[config.mk]
export PLATFORM = sky130hd
export DESIGN_NAME = alu_muldiv_sequencer_flat
export DESIGN_NICKNAME = d
export VERILOG_FILES = /design/src/rtl/alu_muldiv_sequencer_pkg.sv /design/src/rtl/alu_muldiv_sequencer_if.sv /design/src/rtl/alu_muldiv_sequencer.sv /design/src/flat_wrapper.sv
export SDC_FILE = /design/constraint.sdc
export NUM_CORES = 1
export LEC_CHECK = 0
export ABC_AREA = 1
export CORE_ASPECT_RATIO = 2
export CORE_MARGIN = 2
export CORE_UTILIZATION = 45
export DETAILED_ROUTE_END_ITERATION = 7
export MAX_ROUTING_LAYER = met4
export PLACE_DENSITY_LB_ADDON = 0.15
export SLEW_MARGIN = 20
export SYNTH_ARGS = -nofsm -noshare
export SYNTH_HDL_FRONTEND = slang
export SYNTH_SLANG_ARGS = --single-unit
[constraint.sdc]
create_clock -name clk -period 2.3 [get_ports clk]
set_input_delay 0.46 -clock clk [delete_from_list [all_inputs] [get_ports clk]]
set_output_delay 0.46 -clock clk [all_outputs]
set_load 0.02 [all_outputs]
[src/rtl/alu_muldiv_sequencer_pkg.sv]
`default_nettype none
// ============================================================================
// Module : alu_muldiv_sequencer_pkg
// Brief  : Shared Alu opcodes, sequencer op codes and FSM state encodings.
// Rev    : 1.0  initial release
// ============================================================================
package alu_muldiv_sequencer_pkg;

  localparam int c_WIDTH = 16;

  localparam logic [3:0] c_ALU_ADD = 4'd0;
  localparam logic [3:0] c_ALU_SUB = 4'd1;
  localparam logic [3:0] c_ALU_AND = 4'd2;
  localparam logic [3:0] c_ALU_OR  = 4'd3;
  localparam logic [3:0] c_ALU_XOR = 4'd4;

  localparam logic c_OP_MUL = 1'b0;
  localparam logic c_OP_DIV = 1'b1;

  typedef enum logic [1:0] {
    S_IDLE   = 2'd0,
    S_RUN    = 2'd1,
    S_FINISH = 2'd2
  } state_t;

endpackage
`default_nettype wire

[src/rtl/alu_muldiv_sequencer_if.sv]
`default_nettype none
// ============================================================================
// Module : alu_muldiv_sequencer_if
// Brief  : CPU request/result handshake plus the borrowed Alu operand bus.
// Rev    : 1.0  initial release
// ============================================================================
interface alu_muldiv_sequencer_if
  import alu_muldiv_sequencer_pkg::*;
#(
  parameter int WIDTH = c_WIDTH
);
  logic             start;
  logic             op;
  logic [WIDTH-1:0] operand_a;
  logic [WIDTH-1:0] operand_b;
  logic             busy;
  logic             done;
  logic             div_by_zero;
  logic [WIDTH-1:0] result_hi;
  logic [WIDTH-1:0] result_lo;
  logic             alu_active;
  logic [WIDTH-1:0] alu_operand1;
  logic [WIDTH-1:0] alu_operand2;
  logic [3:0]       alu_operation;
  logic [WIDTH-1:0] alu_result;

  // CPU side plus the Alu returning its result
  modport master (
    output start, op, operand_a, operand_b, alu_result,
    input  busy, done, div_by_zero, result_hi, result_lo,
    input  alu_active, alu_operand1, alu_operand2, alu_operation
  );

  modport slave (
    input  start, op, operand_a, operand_b, alu_result,
    output busy, done, div_by_zero, result_hi, result_lo,
    output alu_active, alu_operand1, alu_operand2, alu_operation
  );
endinterface
`default_nettype wire

[src/rtl/alu_muldiv_sequencer.sv]
`default_nettype none
// ============================================================================
// Module : alu_muldiv_sequencer
// Brief  : Unsigned multiply / restoring divide, one bit per cycle on the shared Alu.
// Rev    : 1.0  initial release
// ============================================================================
module alu_muldiv_sequencer
  import alu_muldiv_sequencer_pkg::*;
#(
  parameter int               WIDTH         = c_WIDTH,
  parameter logic [WIDTH-1:0] DIV0_QUOTIENT = 16'hFFFF
) (
  input  wire logic              clk,
  input  wire logic              reset,
  alu_muldiv_sequencer_if.slave  bus
);
  localparam int                 c_CNT_W    = $clog2(WIDTH);
  localparam logic [c_CNT_W-1:0] c_CNT_LAST = c_CNT_W'(WIDTH - 1);

  state_t             r_state;
  state_t             w_next_state;
  logic               r_op;
  logic [WIDTH-1:0]   r_b;
  logic [WIDTH-1:0]   r_acc;
  logic [WIDTH-1:0]   r_lo;
  logic [c_CNT_W-1:0] r_cnt;
  logic               r_dbz;

  logic             w_b_zero;
  logic             w_msb;
  logic [WIDTH-1:0] w_rs;
  logic             w_carry;
  logic             w_sub_ok;

  assign w_b_zero = (bus.operand_b == '0);
  // Divide: partial remainder is acc shifted left with the next dividend bit
  assign w_msb    = r_acc[WIDTH-1];
  assign w_rs     = {r_acc[WIDTH-2:0], r_lo[WIDTH-1]};
  assign w_sub_ok = w_msb | (w_rs >= r_b);
  assign w_carry  = (bus.alu_result < r_acc);

  always_ff @(posedge clk or posedge reset) begin
    if (reset) r_state <= S_IDLE;
    else       r_state <= w_next_state;
  end

  always_comb begin
    w_next_state      = r_state;
    bus.alu_active    = 1'b0;
    bus.alu_operand1  = '0;
    bus.alu_operand2  = '0;
    bus.alu_operation = c_ALU_ADD;
    case (r_state)
      S_IDLE: begin
        if (bus.start)
          w_next_state = (bus.op == c_OP_DIV && w_b_zero) ? S_FINISH : S_RUN;
      end
      S_RUN: begin
        bus.alu_active    = 1'b1;
        bus.alu_operand1  = (r_op == c_OP_DIV) ? w_rs : r_acc;
        bus.alu_operand2  = r_b;
        bus.alu_operation = (r_op == c_OP_DIV) ? c_ALU_SUB : c_ALU_ADD;
        if (r_cnt == c_CNT_LAST) w_next_state = S_FINISH;
      end
      S_FINISH: w_next_state = S_IDLE;
      default:  w_next_state = S_IDLE;
    endcase
  end

  always_ff @(posedge clk or posedge reset) begin
    if (reset) begin
      r_op  <= c_OP_MUL;
      r_b   <= '0;
      r_acc <= '0;
      r_lo  <= '0;
      r_cnt <= '0;
      r_dbz <= 1'b0;
    end else begin
      case (r_state)
        S_IDLE: begin
          if (bus.start) begin
            r_op  <= bus.op;
            r_b   <= bus.operand_b;
            r_cnt <= '0;
            r_dbz <= (bus.op == c_OP_DIV) && w_b_zero;
            if (bus.op == c_OP_DIV && w_b_zero) begin
              r_acc <= bus.operand_a;
              r_lo  <= DIV0_QUOTIENT;
            end else begin
              r_acc <= '0;
              r_lo  <= bus.operand_a;
            end
          end
        end
        S_RUN: begin
          r_cnt <= r_cnt + 1'b1;
          if (r_op == c_OP_MUL) begin
            // Shift-add: the carry out of acc+multiplicand re-enters at the top
            if (r_lo[0]) begin
              r_acc <= {w_carry, bus.alu_result[WIDTH-1:1]};
              r_lo  <= {bus.alu_result[0], r_lo[WIDTH-1:1]};
            end else begin
              r_acc <= {1'b0, r_acc[WIDTH-1:1]};
              r_lo  <= {r_acc[0], r_lo[WIDTH-1:1]};
            end
          end else begin
            r_acc <= w_sub_ok ? bus.alu_result : w_rs;
            r_lo  <= {r_lo[WIDTH-2:0], w_sub_ok};
          end
        end
        default: ;
      endcase
    end
  end

  assign bus.busy        = (r_state != S_IDLE);
  assign bus.done        = (r_state == S_FINISH);
  assign bus.div_by_zero = r_dbz;
  assign bus.result_hi   = r_acc;
  assign bus.result_lo   = r_lo;

endmodule
`default_nettype wire

[src/flat_wrapper.sv]
// flat-port wrapper written by rule: the top's interface ports become plain ports
module alu_muldiv_sequencer_flat import alu_muldiv_sequencer_pkg::*;
#(
  parameter int               WIDTH         = c_WIDTH,
  parameter logic [WIDTH-1:0] DIV0_QUOTIENT = 16'hFFFF
)
  (clk, reset, bus_start, bus_op, bus_operand_a, bus_operand_b, bus_alu_result, bus_busy, bus_done, bus_div_by_zero, bus_result_hi, bus_result_lo, bus_alu_active, bus_alu_operand1, bus_alu_operand2, bus_alu_operation);
  alu_muldiv_sequencer_if #(.WIDTH(WIDTH)) bus_i ();
  input  wire logic clk;
  input  wire logic reset;
  input wire logic [$bits(bus_i.start)-1:0] bus_start;
  input wire logic [$bits(bus_i.op)-1:0] bus_op;
  input wire logic [$bits(bus_i.operand_a)-1:0] bus_operand_a;
  input wire logic [$bits(bus_i.operand_b)-1:0] bus_operand_b;
  input wire logic [$bits(bus_i.alu_result)-1:0] bus_alu_result;
  output wire logic [$bits(bus_i.busy)-1:0] bus_busy;
  output wire logic [$bits(bus_i.done)-1:0] bus_done;
  output wire logic [$bits(bus_i.div_by_zero)-1:0] bus_div_by_zero;
  output wire logic [$bits(bus_i.result_hi)-1:0] bus_result_hi;
  output wire logic [$bits(bus_i.result_lo)-1:0] bus_result_lo;
  output wire logic [$bits(bus_i.alu_active)-1:0] bus_alu_active;
  output wire logic [$bits(bus_i.alu_operand1)-1:0] bus_alu_operand1;
  output wire logic [$bits(bus_i.alu_operand2)-1:0] bus_alu_operand2;
  output wire logic [$bits(bus_i.alu_operation)-1:0] bus_alu_operation;
  assign bus_i.start = bus_start;
  assign bus_i.op = bus_op;
  assign bus_i.operand_a = bus_operand_a;
  assign bus_i.operand_b = bus_operand_b;
  assign bus_i.alu_result = bus_alu_result;
  assign bus_busy = bus_i.busy;
  assign bus_done = bus_i.done;
  assign bus_div_by_zero = bus_i.div_by_zero;
  assign bus_result_hi = bus_i.result_hi;
  assign bus_result_lo = bus_i.result_lo;
  assign bus_alu_active = bus_i.alu_active;
  assign bus_alu_operand1 = bus_i.alu_operand1;
  assign bus_alu_operand2 = bus_i.alu_operand2;
  assign bus_alu_operation = bus_i.alu_operation;
  alu_muldiv_sequencer #(.WIDTH(WIDTH), .DIV0_QUOTIENT(DIV0_QUOTIENT)) u_core (.clk(clk), .reset(reset), .bus(bus_i));
endmodule
# [Yosys cells after proc, flatten, opt, wreduce, memory -nomap -nowiden]
# Index checks and enable logic that the tools add are counted.
[word_totals] register_bits=56 inputBits=52 output_inout_bits=72
[classes] addsub=1 n_lt_le_gt_ge=2 eq_ne=5 n_mux=23 bitwise_logic=1 reduce_logical=8
[ops] op="$mux 16" count=12
[ops] op="$pmux 16 s2" count=2
[ops] op="$ge 16x16->1" count=1
[ops] op="$logic_not 16->1" count=1
[ops] op="$lt 16x16->1" count=1
[ops] op="$mux 4" count=2
[ops] op="$pmux 4 s2" count=1
[ops] op="$mux 2" count=3
[ops] op="$reduce_and 2->1" count=3
[ops] op="$add 4x1->4 const B" count=1
[ops] op="$eq 4x4->1 const B" count=1
[ops] op="$pmux 2 s2" count=1
[ops] op="$reduce_bool 2->1" count=2
[ops] op="$eq 2x1->1 const B" count=1
[ops] op="$eq 2x2->1 const B" count=1
[ops] op="$logic_not 2->1" count=1
[ops] op="$mux 1" count=2
[ops] op="$ne 2x1->1 const B" count=1
[ops] op="$ne 2x2->1 const B" count=1
[ops] op="$logic_and 1x1->1" count=1
[ops] op="$or 1x1->1" count=1

# [Longest topological paths before layout]
# Gate-level depths: netlist of run 1.
[logic_depth] depth_word=5 ltp_mapped=17 mapped_depth_nobuf=17

# [Least setup slack after synthesis of run 1]
# OpenSTA, ideal clock, no wires.
[synth_timing] path_kind="reg2out" from="register u_core.r_state[1]" to="output port bus_alu_operand1[14]" arrival_ns=1.563 required_ns=1.840 slack_ns=0.277 stages_incl_launch_ff=9 path_buffers=3 cell_sequence="dfrtp_1 inv_1 nand2_1 inv_1 buf_2 buf_4 buf_4 o21ai_0 a21oi_1"
[synth_between] elab_chain_len=2
[synth_lines] element="start: declaration" line_no="alu_muldiv_sequencer.sv:20" source="state_t r_state;"
[synth_lines] element="start signal: assignment" line_no="alu_muldiv_sequencer.sv:44" source="else r_state <= w_next_state;"
[synth_lines] element="$eq 2x1->1" line_no="alu_muldiv_sequencer.sv:53" source="case (r_state)"
[synth_lines] element="$mux 16" line_no="alu_muldiv_sequencer.sv:53"
[synth_lines] element="end: declaration" line_no="flat_wrapper.sv:22" source="output wire logic [$bits(bus_i.alu_operand1)-1:0] bus_alu_operand1;"
# Every way passes these cells.

# [Worst setup path after layout of run 1]
[layout_timing] from="register u_core.r_state[1]" to="output port bus_alu_active"
[layout_between] elab_chain_len=2
[layout_lines] element="$eq 2x1->1" line_no="alu_muldiv_sequencer.sv:53"
[layout_lines] element="$mux 1" line_no="alu_muldiv_sequencer.sv:53"
[layout_lines] element="end: declaration" line_no="flat_wrapper.sv:21" source="output wire logic [$bits(bus_i.alu_active)-1:0] bus_alu_active;"
# Every way passes these cells.

==> results by group, run 1 <==
Min path
  – HP Class: flip-flop to flip-flop
  – Worst hold start: u_core.r_b[15]
  – Hold depth: 2
  – Worst Hold End: u_core.r_b[15]

Power
  – Switching Power: 5050 uW
  – P_int: 4662 uW
  – Tot Pwr: 9711 uW
  – Sw frac: 0.5200
  – Clock power share: 0.083
  – Sequential fraction of design power: 0.203
  – Peak VDD IR: 0.0008759 V
  – Leak pwr: 0.003226 uW
  – Power Dens Cells: 1617 nW/um^2
  – Combinational power share: 0.715

Worst setup path
  – CP Data Arrival Time: 1.72 ns
  – CP Class: flip-flop to output port
  – Crit path cell chain: inv_1 > nand2_2 > clkinvlp_4 > clkdlybuf4s50_1
  – CP required: 1.84 ns
  – Register-to-register setup slack: 0.21 ns
  – Worst r2r src: u_core.bus.result_lo[15]
  – R2R Path End: u_core.bus.result_hi[5]
  – Slowest cell on crit path: clkdlybuf4s50_1
  – R2r worst-path depth: 16
  – CP startpoint kind: flip-flop
  – Max incr delay on CP: 0.66 ns
  – Crit-path max FO: 12
  – Setup crit end kind: output port

Drt
  – Initial DRC Count: 438
  – DR vias/cell: 5.580
  – Detailed Routing Iterations Pass 1: 5
  – Routed WL per cell: 16.92 microns
  – Antenna-violating nets left: 0
  – Drt drc: 0
  – Routed Wire Length: 15020 microns
  – Via count: 4955

Yosys
  – Dominant cells by area after synthesis: dfrtp_1 32%, nand2_1 15%, ha_1 9.2%
  – Synth async-reset ratio: 1.000
  – Synth top area share: 0.3210
  – Synth Flop Type: dfrtp_1
  – Register bit count reported by yosys: 56
  – Ys Warns: 0
  – Post-synthesis instance total: 655
  – Mean Syn Cell Area: 6.665 sq um
  – Top post-synthesis cells by count: 178 x nand2_1, 94 x inv_1, 65 x o21ai_0, 56 x dfrtp_1, 55 x a21oi_1
  – Top-count cell post-synth: nand2_1
  – Sequential share of the synthesized area: 0.3210
  – Area leader, netlist: dfrtp_1
  – Cell Area, Synth: 4365 sq um
  – Yosys cell types: 34
  – Post-synth EDFFs: 0

Timing
  – Pins Over Slew Limit: 0
  – Tcrit/Tclk final: 0.9477
  – Fmax: 458.8 MHz
  – Worst relative slew slack: 0.6069
  – Endpoints failing hold: 0
  – RSZ-0062 raised after global routing: no
  – Setup violators final: 0
  – Clock Skew: 0.007808 ns
  – Pin slew with the least headroom to its limit: 0.5890 ns
  – Fin crit period: 2.180 ns

GRT
  – Gr usage total: 0.3007
  – Total grt overflow: 0
  – Initial antenna violation count: 0
  – First-pass GRT wire length: 23720 microns
  – Vias in the first global route: 4816
  – Pin count of the biggest net entering global routing: 57

Cells and area
  – Layout area overhead: 37.58%
  – Layout cells sized above 1: 0.07908
  – Area of the multi-input gates: 2447 sq um
  – Fillers: 867
  – Post-layout util: 0.6400
  – Post-route cell area: 6006 sq um
  – Number of diodes: 0
  – Final net count: 867
  – Reg area: 1401 sq um

Floorplanning
  – Ports: 124
  – Total die area: 10550 sq um
  – Die X: 73.65 microns
  – Initial Utilization: 0.4652
  – Core area: 9384 sq um
  – DIE HEIGHT: 143.3 microns
  – Site Rows: 50

Place
  – I/O Buffers: 120
  – Dpl hpwl: 11300 microns
  – Routability congestion estimate: 0.9730
  – Post-DP Area: 5819 sq um

CTS
  – Post-CTS Hold Buffers: 0
  – Clk Latency, worst-skew pair: 0.30 ns
  – # clock sinks: 56
  – TritonCTS clock tree: built
  – Number of post-CTS setup repair buffers: 0
  – Bufs on Longest Clock Path: 2
  – Num CTS Buffers: 5
  – CTS clk-pin slew, worst paths: 0.08 ns
  – H-tree depth: 2
  – Clock Tree Root: clkbuf_16

Status
  – Status: finished clean

Flow run
  – Number of max-cap violations: 0
==> power groups by stage <==
| stage | Combinational (uW) | Clock [uW] | Sequential [uW] |
|---|---|---|---|
| 2_1_floorplan | 3990 | 0 | 2200 |
| 4_1_cts | 6940 | 807 | 1950 |
| 5_1_grt | 7680 | 846 | 2020 |
| 6_report | 6940 | 803 | 1970 |
| 3_5_place_dp | 7050 | 0 | 1960 |
| 3_3_place_gp | 6890 | 0 | 1950 |
==> worst max-delay path by stage <==
stage	startpoint	end	slack, ns	depth (start not counted)
after global routing	u_core.bus.result_lo[15]	u_core.bus.result_hi[4]	0.03	16
final	u_core.r_state[1]	bus_alu_active	0.12	4
after detailed placement	bus_start	u_core.bus.result_lo[14]	-0.07	7
after CTS	u_core.r_state[1]	bus_alu_operand1[4]	0.008	5
after global placement	bus_start	u_core.bus.result_lo[10]	-0.02	7
after floorplan	u_core.r_state[1]	bus_alu_operand1[14]	0.28	8
==> what timing repair did <==
item | 4_1_cts | 5_1_grt
gates resized for setup | 17 | 18
endpoints found under the setup margin | 12 | 28
cloned | 0 | 1
pin swaps | 1 | 1
==> cell usage in the layout (no fill, tap or decap), types with 4 or more instances in the layout <==
cell,count
clkdlybuf4s50_1,87
o211ai_1,11
nand4_1,4
clkbuf_16,5
nor2_1,32
dlymetal6s2s_1,18
o31ai_1,8
dfrtp_1,56
nand3_1,37
o21ai_0,65
nand2_1,177
o21ai_1,17
dlygate4sd2_1,15
inv_1,92
buf_4,29
nand2_2,10
ha_1,32
a21oi_1,55
==> flip-flops by register name (all words and copies together), names as in the netlist <==
signal / count
u_core.bus.result_hi: 16
u_core.bus.result_lo: 16
u_core.r_b: 16
u_core.r_cnt: 4
u_core.r_state: 2
u_core.bus.div_by_zero: 1
u_core.r_op: 1
==> worst max-delay path: cells and delay by family, from the launching register on <==
kind | cells | cell delay (ns)
buffers and inverters | 3 | 0.94
flip-flops | 1 | 0.38
AND/OR/NAND/NOR | 1 | 0.10
==> kinds of logic after synthesis <==
logic type	Yosys count	share of synthesized area
xor gates and xnor gates	1	0.002007
buffers and inverters	132	0.1221
other	1	0.0008590
AOI/OAI and AO/OA	166	0.2072
DFF	56	0.3210
adders and majority gates	32	0.09172
and+or+nand+nor	267	0.2551
==> through the flow <==
step / setup slack (ns) / TNS [ns] / instances / hold slack (ns)
after floorplan: 0.2775 / 0 / 657 / 0.4530
after global placement: -0.02260 / -0.08747 / 879 / 0.4675
after detailed placement: -0.06954 / -0.3351 / 879 / 0.4730
after CTS: 0.008091 / 0 / 887 / 0.4916
after global routing: 0.02878 / 0 / 888 / 0.5082
final: 0.1203 / 0 / 888 / 0.4875
==> metal layers <==
layer	up-vias	GRT usage	share of wire	routed length [microns]
met3	51	0.03576	0.052	781
li1	2371	-	-	-
met4	0	0.1675	0.050	755
met2	227	0.5197	0.53	8035
met1	2306	0.3235	0.36	5449
met5	-	-	0	0
==> cell type report <==
class	count	share of cell area
Inverter	98	0.06229
Sequential cell	56	0.2333
Clock buffer	5	0.02083
Multi-Input combinational cell	470	0.4075
Clock inverter	3	0.003750
Timing Repair Buffer	152	0.2506
Tap cell	104	0.02167
Power figures use the tool's default switching activity.
==> inputs of run 2 (changes only) <==
clock period = 2.7 ns   (was 2.3 ns; I/O delays follow)
==> run 2 against run 1 <==
The run now ends with DRC left. Hold slack better by 0.0024 ns. Via count down 1.3%. Die area stayed put. Sequential share of layout area is 0.68 points higher. First-iteration DRC count is 13% higher. Final area fell by 2.8%. Combinational power shrank 15%. Critical path type unchanged. Critical endpoint is now bus_alu_operand1[6]. Largest power group unchanged.
==> results by group, run 2 (same netlist as run 1, synthesis figures left out) <==
Status
  – Status: finished with violations
  – Failing checks: DRC

Timing
  – Setup violators final: 0 (unchanged)
  – Worst Setup Slack, final: 0.1158 ns (-0.004482 ns)
  – Worst relative slew slack: 0.6108 (+0.003923)
  – Clock Skew: 0.008928 ns (+0.001121 ns)
  – RSZ-0062 raised after global routing: no
  – Endpoints failing hold: 0 (unchanged)
  – Setup TNS: 0 ns (unchanged)
  – Fin crit period: 2.584 ns
  – Tcrit/Tclk final: 0.9571
  – Pin slew with the least headroom to its limit: 0.5824 ns (-0.006633 ns)
  – Pins Over Slew Limit: 0 (unchanged)
  – Fmax: 387.0 MHz

Worst setup path
  – Worst r2r src: u_core.r_state[0]
  – Setup crit end kind: output port
  – CP Data Arrival Time: 2.04 ns (+0.32 ns)
  – Crit path cell chain: buf_4 > nand2_1 > a21oi_1 > clkdlybuf4s50_1
  – Max incr delay on CP: 0.64 ns (-0.02 ns)
  – Register-to-register setup slack: 0.24 ns (+0.03 ns)
  – CP Class: flip-flop to output port
  – CP startpoint: u_core.r_op
  – CP endpoint: bus_alu_operand1[6]
  – WP depth: 4 (unchanged)
  – CP required: 2.16 ns (+0.32 ns)
  – CP startpoint kind: flip-flop
  – Buf/Inv on CP: 2 (-1)
  – Crit-path max FO: 29 (+17)
  – Worst path top cell family by delay: buffers and inverters
  – R2r worst-path depth: 7 (-9)
  – R2R Path End: u_core.bus.result_lo[10]
  – Slowest cell on crit path: clkdlybuf4s50_1

Drt
  – Drt drc: 3 (+3)
  – DR vias/cell: 5.620 (+0.71%)
  – Antenna-violating nets left: 0 (unchanged)
  – Initial DRC Count: 494 (+13%)
  – Routed Wire Length: 15150 microns (+0.87%)
  – Detailed Routing Iterations Pass 1: 8 (+3)
  – Via count: 4889 (-1.3%)
  – Routed WL per cell: 17.42 microns (+3.0%)

Floorplanning
  – Site Rows: 50 (unchanged)
  – Die X: 73.65 microns (unchanged)
  – Ports: 124 (unchanged)
  – Initial Utilization: 0.4652 (unchanged)
  – Core area: 9384 sq um (unchanged)
  – Total die area: 10550 sq um (unchanged)
  – DIE HEIGHT: 143.3 microns (unchanged)

Cells and area
  – Post-route cell area: 5837 sq um (-2.8%)
  – Commonest non-fill, non-tap cell in the layout: nand2_1
  – Reg area: 1401 sq um (unchanged)
  – Post-layout util: 0.6220 (-0.01800)
  – Area of the multi-input gates: 2441 sq um (-0.26%)
  – Final net count: 849 (-2.1%)
  – Layout area overhead: 33.71%
  – Fillers: 893 (+3.0%)
  – Most frequent cells in the layout: 177 x nand2_1, 120 x clkdlybuf4s50_1, 92 x inv_1
  – Layout cells sized above 1: 0.05744 (-0.02164)
  – Number of diodes: 0 (unchanged)

GRT
  – GR Util met2: 0.5113 (-0.008459)
  – Busiest grt layer: met2
  – Total grt overflow: 0 (unchanged)
  – Pin count of the biggest net entering global routing: 69 (+21%)
  – Grt met3 use: 0.02945 (-0.006311)
  – Initial antenna violation count: 0 (unchanged)
  – GR Layer Usage met1: 0.3262 (+0.002691)
  – First-pass GRT wire length: 23730 microns (about the same)
  – Vias in the first global route: 4899 (+1.7%)
  – Gr usage total: 0.3006 (about the same)

Place
  – Dpl ws: 0.2648 ns (+0.3343 ns)
  – I/O Buffers: 120 (unchanged)
  – Dpl hpwl: 11370 microns (+0.58%)
  – Post-DP Area: 5679 sq um (-2.4%)
  – Routability congestion estimate: 0.9256 (-4.9%)

CTS
  – Clock Tree Root: clkbuf_16
  – Num CTS Buffers: 5 (unchanged)
  – # clock sinks: 56 (unchanged)
  – Post-CTS Hold Buffers: 0 (unchanged)
  – H-tree depth: 2 (unchanged)
  – CTS clk-pin slew, worst paths: 0.07 ns (about the same)
  – Clk Latency, worst-skew pair: 0.30 ns (about the same)
  – TritonCTS clock tree: built
  – Bufs on Longest Clock Path: 2 (unchanged)

Min path
  – HP Class: flip-flop to flip-flop

Power
  – Power Dens Cells: 1418 nW/um^2 (-12%)
  – Leak pwr: 0.002857 uW (-11%)
  – Tot Pwr: 8279 uW (-15%)
  – Peak VDD IR: 0.0008299 V (-5.3%)

Flow run
  – Number of max-cap violations: 0 (unchanged)
==> run 2: cell types whose count changed in the layout (fill, tap and decap cells not counted), moves of 2 or more <==
cell             previous run  this run
buf_4                      29        13
dlymetal6s2s_1             18         0
clkdlybuf4s50_1            87       120
dlygate4sd2_1              15         0
clkinvlp_4                  1         3
==> run 2: how the worst min path moves through the flow <==
stage | depth (start not counted) | start | end | slack, ns
4_1_cts | 2 | u_core.r_b[15] | u_core.r_b[15] | 0.49
3_3_place_gp | 2 | u_core.r_b[5] | u_core.r_b[5] | 0.47
5_1_grt | 2 | u_core.r_b[8] | u_core.r_b[8] | 0.50
6_report | 2 | u_core.r_b[8] | u_core.r_b[8] | 0.49
3_5_place_dp | 2 | u_core.r_b[15] | u_core.r_b[15] | 0.47
2_1_floorplan | 2 | u_core.r_b[10] | u_core.r_b[10] | 0.45
==> run 2: worst min-delay path, delay by kind of cell (launching register included) <==
kind             cells  cell delay (ns)
AO/OA/AOI/OAI        1             0.06
AND/OR/NAND/NOR      1             0.05
flip-flops           1             0.34
==> run 2: layer usage <==
metal	wire (microns)	part of all wire
met1	5421	0.36
met2	7865	0.52
met3	884	0.058
met4	980	0.065
met5	0	0
==> run 2: per-stage QoR <==
stage	hold WS [ns]	cells
floorplan	0.4530	657
global placement	0.4660	862
global route	0.5033	870
detailed placement	0.4725	862
CTS	0.4897	870
finish	0.4900	870
==> run 2: what timing repair did <==
| item | in CTS | in global routing |
|---|---|---|
| setup endpoints to repair | 1 | 0 |
| buffers inserted | 0 | 0 |
| resized for setup | 1 | 0 |
==> run 2: layout make-up <==
| type | instances | share of cell area |
|---|---|---|
| timing repair buffer | 135 | 0.2294 |
| clock buffer | 6 | 0.02379 |
| clock inverter | 2 | 0.002572 |
| sequential | 56 | 0.2401 |
| tap | 104 | 0.02229 |
| inverter | 98 | 0.06367 |
| multi-input combinational | 469 | 0.4182 |
==> run 2: report_power, final <==
group / internal, uW / switching (uW) / leakage (uW)
logic: 2360 / 3540 / 0.00211
registers: 1270 / 423 / 0.000677
clock network: 371 / 324 / 0.0000691
total: 4000 / 4280 / 0.00286
